$ cat config.mk
export PLATFORM = sky130hd
export DESIGN_NAME = lfsr_period_meter
export DESIGN_NICKNAME = d
export VERILOG_FILES = /design/src/rtl/lfsr_pkg.sv /design/src/rtl/lfsr_period_meter.sv
export SDC_FILE = /design/constraint.sdc
export NUM_CORES = 1
export LEC_CHECK = 0
export ABC_AREA = 1
export BUFFER_PORTS_ARGS = -buffer_cell sky130_fd_sc_hd__buf_2
export CAP_MARGIN = 15
export CELL_PAD_IN_SITES_DETAIL_PLACEMENT = 1
export CELL_PAD_IN_SITES_GLOBAL_PLACEMENT = 2
export CORE_MARGIN = 3
export CORE_UTILIZATION = 25
export DETAILED_ROUTE_END_ITERATION = 8
export GPL_ROUTABILITY_DRIVEN = 0
export GPL_TIMING_DRIVEN = 0
export PLACE_DENSITY_LB_ADDON = 0.1
export SETUP_SLACK_MARGIN = 0.05
export SLEW_MARGIN = 0
export SYNTH_ARGS = -nofsm -noshare
export SYNTH_HDL_FRONTEND = slang
export SYNTH_SLANG_ARGS = --single-unit
$ cat constraint.sdc
create_clock -name clk -period 1.6 [get_ports clk]
set_input_delay 0.48 -clock clk [delete_from_list [all_inputs] [get_ports clk]]
set_output_delay 0.48 -clock clk [all_outputs]
set_load 0.005 [all_outputs]
$ cat src/rtl/lfsr_pkg.sv
// Shared types and the reference next-state function for the LFSR sequence checker.
package lfsr_pkg;

  typedef enum logic {
    SEARCH = 1'b0,
    LOCKED = 1'b1
  } state_e;

  localparam int MAX_W = 32;

  // Bit 0 holds Q[N] and bit n-1 holds Q[1]; the state shifts toward Q[N] and feedback enters at Q[1].
  function automatic logic [MAX_W-1:0] lfsr_next(input logic [MAX_W-1:0] p,
                                                 input int n,
                                                 input int tap);
    logic [MAX_W-1:0] r;
    r = p >> 1;
    r[n-1] = p[0] ^ p[n-tap];
    return r;
  endfunction

endpackage

$ cat src/rtl/lfsr_period_meter.sv
// Measures the distance, in valid samples, between successive SEED states while locked.
module lfsr_period_meter
  import lfsr_pkg::*;
#(
  parameter int          N    = 3,
  parameter int unsigned SEED = 1,
  parameter int          P_W  = N + 1
) (
  input  logic           clk,
  input  logic           reset,
  input  logic           active_i,
  input  logic           valid_i,
  input  logic [N-1:0]   q_i,
  output logic [P_W-1:0] period_o,
  output logic           period_valid_o
);

  localparam logic [N-1:0] SEED_V = N'(SEED);

  logic           armed_q;
  logic [P_W-1:0] cnt_q;
  logic [P_W-1:0] period_q;
  logic           period_valid_q;

  always_ff @(posedge clk) begin
    if (reset) begin
      armed_q        <= 1'b0;
      cnt_q          <= '0;
      period_q       <= '0;
      period_valid_q <= 1'b0;
    end else begin
      period_valid_q <= 1'b0;
      // Dropping out of lock discards any partial measurement; period keeps the last result.
      if (!active_i) begin
        armed_q <= 1'b0;
        cnt_q   <= '0;
      end else if (valid_i) begin
        if (q_i == SEED_V) begin
          if (armed_q) begin
            period_q       <= cnt_q + P_W'(1);
            period_valid_q <= 1'b1;
          end
          armed_q <= 1'b1;
          cnt_q   <= '0;
        end else if (armed_q && (cnt_q != '1)) begin
          cnt_q <= cnt_q + P_W'(1);
        end
      end
    end
  end

  assign period_o       = period_q;
  assign period_valid_o = period_valid_q;

endmodule

==> results.toml, run 1 <==
[power_and_ir_drop]
powerDensity_nw_per_um2 = 816
internal-power_mw = 0.398
p_sw_mw = 0.110
pwr-share-comb = 0.057
ir_drop_uv = 359
seqPwrFrac = 0.491
clockPowerShare = 0.452
p_leak_nw = 0.293
swShare = 0.217

[floorplan]
die_area_um2 = 2570
initial_core_util = 0.278
fp.coreArea_um2 = 1800
die_h_um = 50.7
fp-row-count = 15
io_pins = 12
die_x_um = 50.7

[global_route]
antenna_found_initial = 0
overflow = 0
grt_pass1_wl_um = 2060
grt_max_degree = 7
track_usage = 0.105
grt_pass1_vias = 512

[drt]
ant_nets = 0
num_vias = 478
first_iter_violations = 0
post_drt_wl_per_cell_um = 9.51
vias_per_cell = 4.23
drc_errors = 0
drtPass1Iterations = 1
drt_wl_total_um = 1080

[yosys]
syn_area_um2 = 500
syn_inst = 73
synth-seq-area-share = 0.400
ys_ff_latch = 10
yosysWarnings = 0
syn_area_per_cell_um2 = 6.86
syn_nets = 81
ys_types = 16

[sta]
finalHoldViolCount = 0
fmax_mhz = 834
final_max_slew_viol_count = 0
finClkSkew_ps = 0.305
setup_viol = 0
fin_hold_ws_ps = 399
fin_crit_ps = 1200
fin_setup_tns_ps = 0
tightestPinTransition_ps = 216
finalCritPeriodShare = 0.749
grt_setup_unrepaired = "no"
maxSlewHeadroom = 0.856

[setup_path]
reg2reg_to = "cnt_q[0]"
cp-end-kind = "flip-flop"
cp_data_arrival_time_ps = 1360
reg2reg_setup_slack_ps = 400
cp-endpoint = "cnt_q[0]"
critPathSlowestCell = "dfxtp_1"
worstSetupStartpoint = "cnt_q[0]"
cp-start-kind = "flip-flop"
cp_max_fo = 6
crit_type = "flip-flop to flip-flop"
slowest_delay_ps = 430
path_cells = "ha_1, nand3_2, nand2_2, nor2_1, nor2_1, nor2_1"
cp.required_ps = 1760
timing.rr.start = "cnt_q[0]"
cpMostUsedCell = "nor2_1"
ff2ff_path_depth = 6

[finish]
stdcell_area_um2 = 623
area_growth_pct = 24.5
final_core_util = 0.346
layout-drive-gt1-share = 0.295
final_nets = 97
fillers = 245
n_antenna_cell = 0

[clock_tree]
clkTransAtPathRegs_ps = 70
cts_hold_repair.buffers = 0
ctsResizeCount = 0
postCtsSetupBuffers = 0
root_buffer = "clkbuf_4"
cts_tree = "yes"
numCtsBuffers = 3
clockBufferDepth = 2
htree_num_levels = 1
clk_latency_ps = 260
clock-sinks = 10

[placed_design]
post_dp_cell_area_um2 = 587
hpwl_um = 927
io_buffers = 11

[worst_hold_path]
hold_path.class = "input pin to flip-flop"

[run_status]
status = "completed"

[run]
max_cap_viol_count = 0
[flip-flops by register name, summed over array words and instances (netlist names)]
name	flops
cnt_q	4
period_o	4
armed_q	1
period_valid_o	1
[power by group through the flow]
stage                     registers [mW]  clock network [mW]  logic (mW)
after floorplan                    0.255                   0      0.0154
after global placement             0.255                   0      0.0293
after detailed placement           0.255                   0      0.0298
after CTS                          0.250               0.243      0.0299
after global routing               0.250               0.254      0.0333
final                              0.250               0.230      0.0289
[stage by stage]
step | power [mW] | std cells | setup slack (ps)
6_report | 0.508 | 113 | 401
5_1_grt | 0.537 | 113 | 197
4_1_cts | 0.523 | 113 | 377
3_5_place_dp | 0.285 | 109 | 309
3_3_place_gp | 0.285 | 109 | 314
2_1_floorplan | 0.271 | 73 | 517
[layout by cell type, fill, tap and decap left out]
cell type  count
nand2_1       16
nor2_1        14
buf_2         11
dfxtp_1       10
inv_1          9
nand3_1        6
inv_2          3
nand2_2        3
a21oi_1        3
clkbuf_4       3
nand4_1        2
nor2_4         1
nand3_2        1
nand4_2        1
nor2_2         1
o21ai_1        1
a21oi_2        1
ha_1           1
clkbuf_8       1
[synthesized netlist by cell type]
master | instances | share of area
nand2_1 | 16 | 0.12
nor2_1 | 14 | 0.10
dfxtp_1 | 10 | 0.40
inv_1 | 9 | 0.067
nand3_1 | 6 | 0.060
a21oi_1 | 3 | 0.030
inv_2 | 3 | 0.022
nand2_2 | 3 | 0.038
nand4_1 | 2 | 0.025
a21oi_2 | 1 | 0.018
ha_1 | 1 | 0.025
nand3_2 | 1 | 0.020
nand4_2 | 1 | 0.025
nor2_2 | 1 | 0.013
nor2_4 | 1 | 0.022
o21ai_1 | 1 | 0.010
[routing by layer]
| metal | up-vias | part of all wire | GRT usage |
|---|---|---|---|
| li1 | 258 | - | - |
| met1 | 215 | 0.48 | 0.131 |
| met2 | 5 | 0.48 | 0.165 |
| met3 | 0 | 0.036 | 0.0267 |
| met4 | 0 | 0 | 0.0538 |
| met5 | - | 0 | 0 |
[cell type report]
cell class / instances / area (um^2) / share of cell area
clock buffers: 4 / 36.3 / 0.0582
flip-flops and latches: 10 / 200 / 0.321
repair buffers: 11 / 55.1 / 0.0884
multi-input cells: 51 / 255 / 0.410
well taps: 25 / 31.3 / 0.0502
inverters: 12 / 45.0 / 0.0723
[cell families after synthesis]
family,synth area share
AO/OA/AOI/OAI,0.0575
adder cells (fa/ha/maj),0.0250
buffers and inverters,0.0900
flip-flops,0.400
AND/OR/NAND/NOR,0.428
[worst max-delay path, delay by kind of cell (launching register included)]
family / cells / cell delay [ps]
and+or+nand+nor: 5 / 440
DFF: 1 / 430
adders and majority gates: 1 / 240
[worst min-delay path by stage]
stage,slack [ps],end,from,cells after the start
after floorplan,440,armed_q,armed_q,2
after global placement,450,armed_q,armed_q,2
after detailed placement,460,period_o[0],period_o[0],2
after CTS,390,period_valid_o,reset,2
after global routing,400,period_valid_o,reset,2
final,400,period_valid_o,reset,2
(Power assumes the default switching activity.)
==> run 2: changes to the inputs <==
Settings changed: CORE_UTILIZATION 25 to 23.
Clock period 1.6 ns to 1.09 ns, I/O delays scaled along.
==> run 2 against run 1 <==
Final area is 16% higher. Routed wire length is 10% higher. Count of clock-buffer cells in the layout stayed put. Power is 47% higher. Global-route usage hardly changed. Core utilization is 1.4 points higher. Sequential share of layout area is 2.1 points lower. Fmax is 16% higher. Clock skew is 1.6 ps higher. Cell count is 4.4% higher. Register-to-register slack worse by 340 ps. Combinational power is 56% higher.
==> results.toml, run 2 (synthesis results as in run 1) <==
[sta]
fin_setup_tns_ps = 0
fmax_mhz = 968
finalHoldViolCount = 0
grt_setup_unrepaired = "yes"
finalCritPeriodShare = 0.948
fin_hold_ws_ps = 231
tightestPinTransition_ps = 196
fin_crit_ps = 1030
setup_slack_ps = 56.4
finClkSkew_ps = 1.89
setup_viol = 0
maxSlewHeadroom = 0.869
final_max_slew_viol_count = 0

[finish]
area_growth_pct = 44.0
n_antenna_cell = 0
register_area_um2 = 216
final_nets = 100
final_common_cell = "nand2_1"
layout_common_cells = "nand2_1, nor2_1, inv_1"
instances_no_fill = 118
multiInputGateArea_um2 = 293
final_core_util = 0.360
fillers = 264
layout-drive-gt1-share = 0.462
stdcell_area_um2 = 721

[global_route]
grt_pass1_wl_um = 2040
overflow = 0
track_usage = 0.105
antenna_found_initial = 0
grt_pass1_vias = 466
grt_max_degree = 7

[setup_path]
cp_data_arrival_time_ps = 1240
reg2reg_setup_slack_ps = 60
cp.required_ps = 1290
critPathSlowestCell = "dfxtp_4"
crit_family = "flip-flops"
cp_max_fo = 6
cp-start-kind = "flip-flop"
slowest_delay_ps = 360
cp_num_buf_inv = 0
cp-end-kind = "flip-flop"
path_cells = "ha_4, nand3_4, nand2_4, nor2_2, nand2_1, a21oi_2"
crit_type = "flip-flop to flip-flop"

[power_and_ir_drop]
internal-power_mw = 0.580
powerDensity_nw_per_um2 = 1030
p_sw_mw = 0.165
pwr-share-comb = 0.060
swShare = 0.221
p_total_mw = 0.745
seqPwrFrac = 0.485
ir_drop_uv = 598
p_leak_nw = 0.312
clockPowerShare = 0.454

[drt]
first_iter_violations = 1
ant_nets = 0
drtPass1Iterations = 2
post_drt_wl_per_cell_um = 10.1
drt_wl_total_um = 1190
vias_per_cell = 4.23
drc_errors = 0
num_vias = 499

[clock_tree]
clockBufferDepth = 2
htree_num_levels = 1
clock-sinks = 10
cts_hold_repair.buffers = 0
clkTransAtPathRegs_ps = 70
numCtsBuffers = 3
clk_latency_ps = 260
root_buffer = "clkbuf_4"
cts_tree = "yes"

[floorplan]
initial_core_util = 0.250
fp.coreArea_um2 = 2000
die_x_um = 52.6
io_pins = 12
die_h_um = 52.6
die_area_um2 = 2770
fp-row-count = 16

[run]
max_cap_viol_count = 0

[placed_design]
io_buffers = 11
hpwl_um = 908
place_ws_ps = -62.1
post_dp_cell_area_um2 = 593
numPlacedInstances = 111

[run_status]
status = "completed"

[worst_hold_path]
hold_path.class = "input pin to flip-flop"
==> run 2: cell types whose count changed in the layout (fill, tap and decap cells not counted), moves of 2 or more <==
cell     before  now
dfxtp_4       0    2
nor2_1       14   12
buf_4         0    3
buf_2        11    8
buf_6         0    3
dfxtp_1      10    1
dfxtp_2       0    7
==> run 2: timing repair <==
action	4_1_cts	5_1_grt
endpoints found under the setup margin	5	12
resized for setup	8	12
endpoints found under the hold margin	0	0
pin swaps	1	4
setup buffers	2	1
==> run 2: routing by layer <==
| layer | GRT usage | vias to the layer above | part of all wire |
|---|---|---|---|
| li1 | - | 267 | - |
| met1 | 0.142 | 225 | 0.51 |
| met2 | 0.132 | 5 | 0.44 |
| met3 | 0.0370 | 2 | 0.041 |
| met4 | 0.0766 | 0 | 0.0084 |
| met5 | 0 | - | 0 |
==> run 2: worst paths after layout <==
| path | endpoint | depth (start not counted) | start |
|---|---|---|---|
| setup / recovery | cnt_q[3] | 6 | cnt_q[0] |
| hold / removal | period_valid_o | 2 | reset |
| setup reg to reg | cnt_q[3] | 6 | cnt_q[0] |
| hold reg to reg | armed_q | 2 | armed_q |
==> run 2: layout make-up <==
class | count | area share
clock buffer | 4 | 0.0503
inverter | 12 | 0.0625
multi-input combinational | 51 | 0.406
sequential | 10 | 0.300
tap | 27 | 0.0469
timing repair buffer | 14 | 0.134
==> run 2: power by group through the flow <==
stage	sequential (mW)	clock, mW	combinational [mW]
final	0.361	0.338	0.0450
after global placement	0.375	0	0.0433
after floorplan	0.375	0	0.0226
after global routing	0.361	0.383	0.0508
after CTS	0.361	0.354	0.0445
after detailed placement	0.375	0	0.0434
==> run 3: changes to the inputs <==
Settings changed: CTS_BUF_LIST set to sky130_fd_sc_hd__clkbuf_4 sky130_fd_sc_hd__clkbuf_8 sky130_fd_sc_hd__clkbuf_16, MAX_ROUTING_LAYER set to met4.
==> run 3 against run 2 <==
Clock skew hardly changed. Routed wire length about the same. Hold slack hardly changed. Count of clock-buffer cells in the layout unchanged. Critical endpoint unchanged. Largest cell class unchanged. Largest power group unchanged.
==> results.toml, run 3 (synthesis results as in run 1) <==
[run_status]
status = "completed"

[clock_tree]
root_buffer = "clkbuf_4"
htree_num_levels = 1
clock-sinks = 10
clkTransAtPathRegs_ps = 70
clockBufferDepth = 2
clk_latency_ps = 260
cts_hold_repair.buffers = 0
numCtsBuffers = 3
cts_tree = "yes"

[drt]
post_drt_wl_per_cell_um = 10.0
first_iter_violations = 1
drt_wl_total_um = 1190
num_vias = 499
vias_per_cell = 4.23
ant_nets = 0
drtPass1Iterations = 2
drc_errors = 0

[worst_hold_path]
hold_depth = 2
hold_path.class = "input pin to flip-flop"
min_from = "reset"
min_to = "period_valid_o"

[sta]
fin_crit_ps = 1030
setup_slack_ps = 56.4
maxSlewHeadroom = 0.869
fmax_mhz = 968
finalHoldViolCount = 0
finClkSkew_ps = 1.90
finalCritPeriodShare = 0.948
final_max_slew_viol_count = 0
setup_viol = 0
tightestPinTransition_ps = 196
grt_setup_unrepaired = "yes"

[finish]
fillers = 264
n_antenna_cell = 0
final_nets = 100
layout-drive-gt1-share = 0.462
final_common_cell = "nand2_1"
multiInputGateArea_um2 = 293
layout_common_cells = "nand2_1, nor2_1, inv_1"
final_core_util = 0.360
area_growth_pct = 44.0
register_area_um2 = 216

[setup_path]
slowest_delay_ps = 360
cp_data_arrival_time_ps = 1240
path_cells = "ha_4, nand3_4, nand2_4, nor2_2, nand2_1, a21oi_2"
reg2reg_setup_slack_ps = 60
timing.rr.start = "cnt_q[0]"
cp.required_ps = 1290
reg2reg_to = "cnt_q[3]"
cp-end-kind = "flip-flop"
ff2ff_path_depth = 6
cp_max_fo = 6
cp-start-kind = "flip-flop"
crit_type = "flip-flop to flip-flop"
critPathSlowestCell = "dfxtp_4"

[power_and_ir_drop]
ir_drop_uv = 598
p_total_mw = 0.745
p_leak_nw = 0.312
powerDensity_nw_per_um2 = 1030

[floorplan]
die_area_um2 = 2770
initial_core_util = 0.250
die_h_um = 52.6
fp-row-count = 16
io_pins = 12
die_x_um = 52.6
fp.coreArea_um2 = 2000

[global_route]
antenna_found_initial = 0
track_usage = 0.107
overflow = 0
grt_pass1_vias = 465
grt_max_degree = 7
grt_pass1_wl_um = 2050

[placed_design]
place_ws_ps = -62.1
hpwl_um = 908
io_buffers = 11

[run]
max_cap_viol_count = 0
## run 3: how the worst max path moves through the flow
stage                      startpoint     endpoint  slack [ps]  cells after the start
after CTS                 period_o[0]  period_o[0]          50                      1
after global placement       cnt_q[1]     cnt_q[0]         -60                      6
after global routing         cnt_q[0]     cnt_q[0]         -30                      7
after floorplan              cnt_q[1]     cnt_q[0]          70                      6
final                        cnt_q[0]     cnt_q[3]          60                      6
after detailed placement     cnt_q[1]     cnt_q[0]         -60                      6
## run 3: repair_timing
action                                  in CTS  in global routing
endpoints found under the setup margin       5                 12
pin swaps                                    1                  4
gates cloned                                 0                  0
buffers inserted                             2                  1
resized for setup                            8                 12
## run 3: area by class of cell
type,count,area share
Multi-Input combinational cell,51,0.406
Sequential cell,10,0.300
Timing Repair Buffer,14,0.134
Inverter,12,0.0625
Clock buffer,4,0.0503
Tap cell,27,0.0469
## run 3: worst max-delay path, delay by kind of cell, from the launching register on
family          cells  cell delay, ps
compound gates      1             110
fa+ha+maj           1             170
simple gates        4             340
flops               1             360
## run 3: routing by layer
| layer | GRT usage | wire length [um] | vias up |
|---|---|---|---|
| met3 | 0.0342 | 47 | 2 |
| met2 | 0.132 | 526 | 5 |
| li1 | - | - | 267 |
| met1 | 0.143 | 602 | 225 |
| met5 | - | 0 | - |
| met4 | 0.0766 | 9 | 0 |
## run 3: through the flow
step	instance area (um^2)	setup TNS, ps	hold slack [ps]	cells
finish	721	0	231	118
CTS	677	0	232	117
global placement	593	-177	448	111
floorplan	504	0	399	73
detailed placement	593	-207	458	111
global route	721	-52.4	213	118
## run 3: report_power, final
part / switching [mW] / internal (mW)
logic: 0.0287 / 0.0164
registers: 0.000571 / 0.361
clock network: 0.136 / 0.203
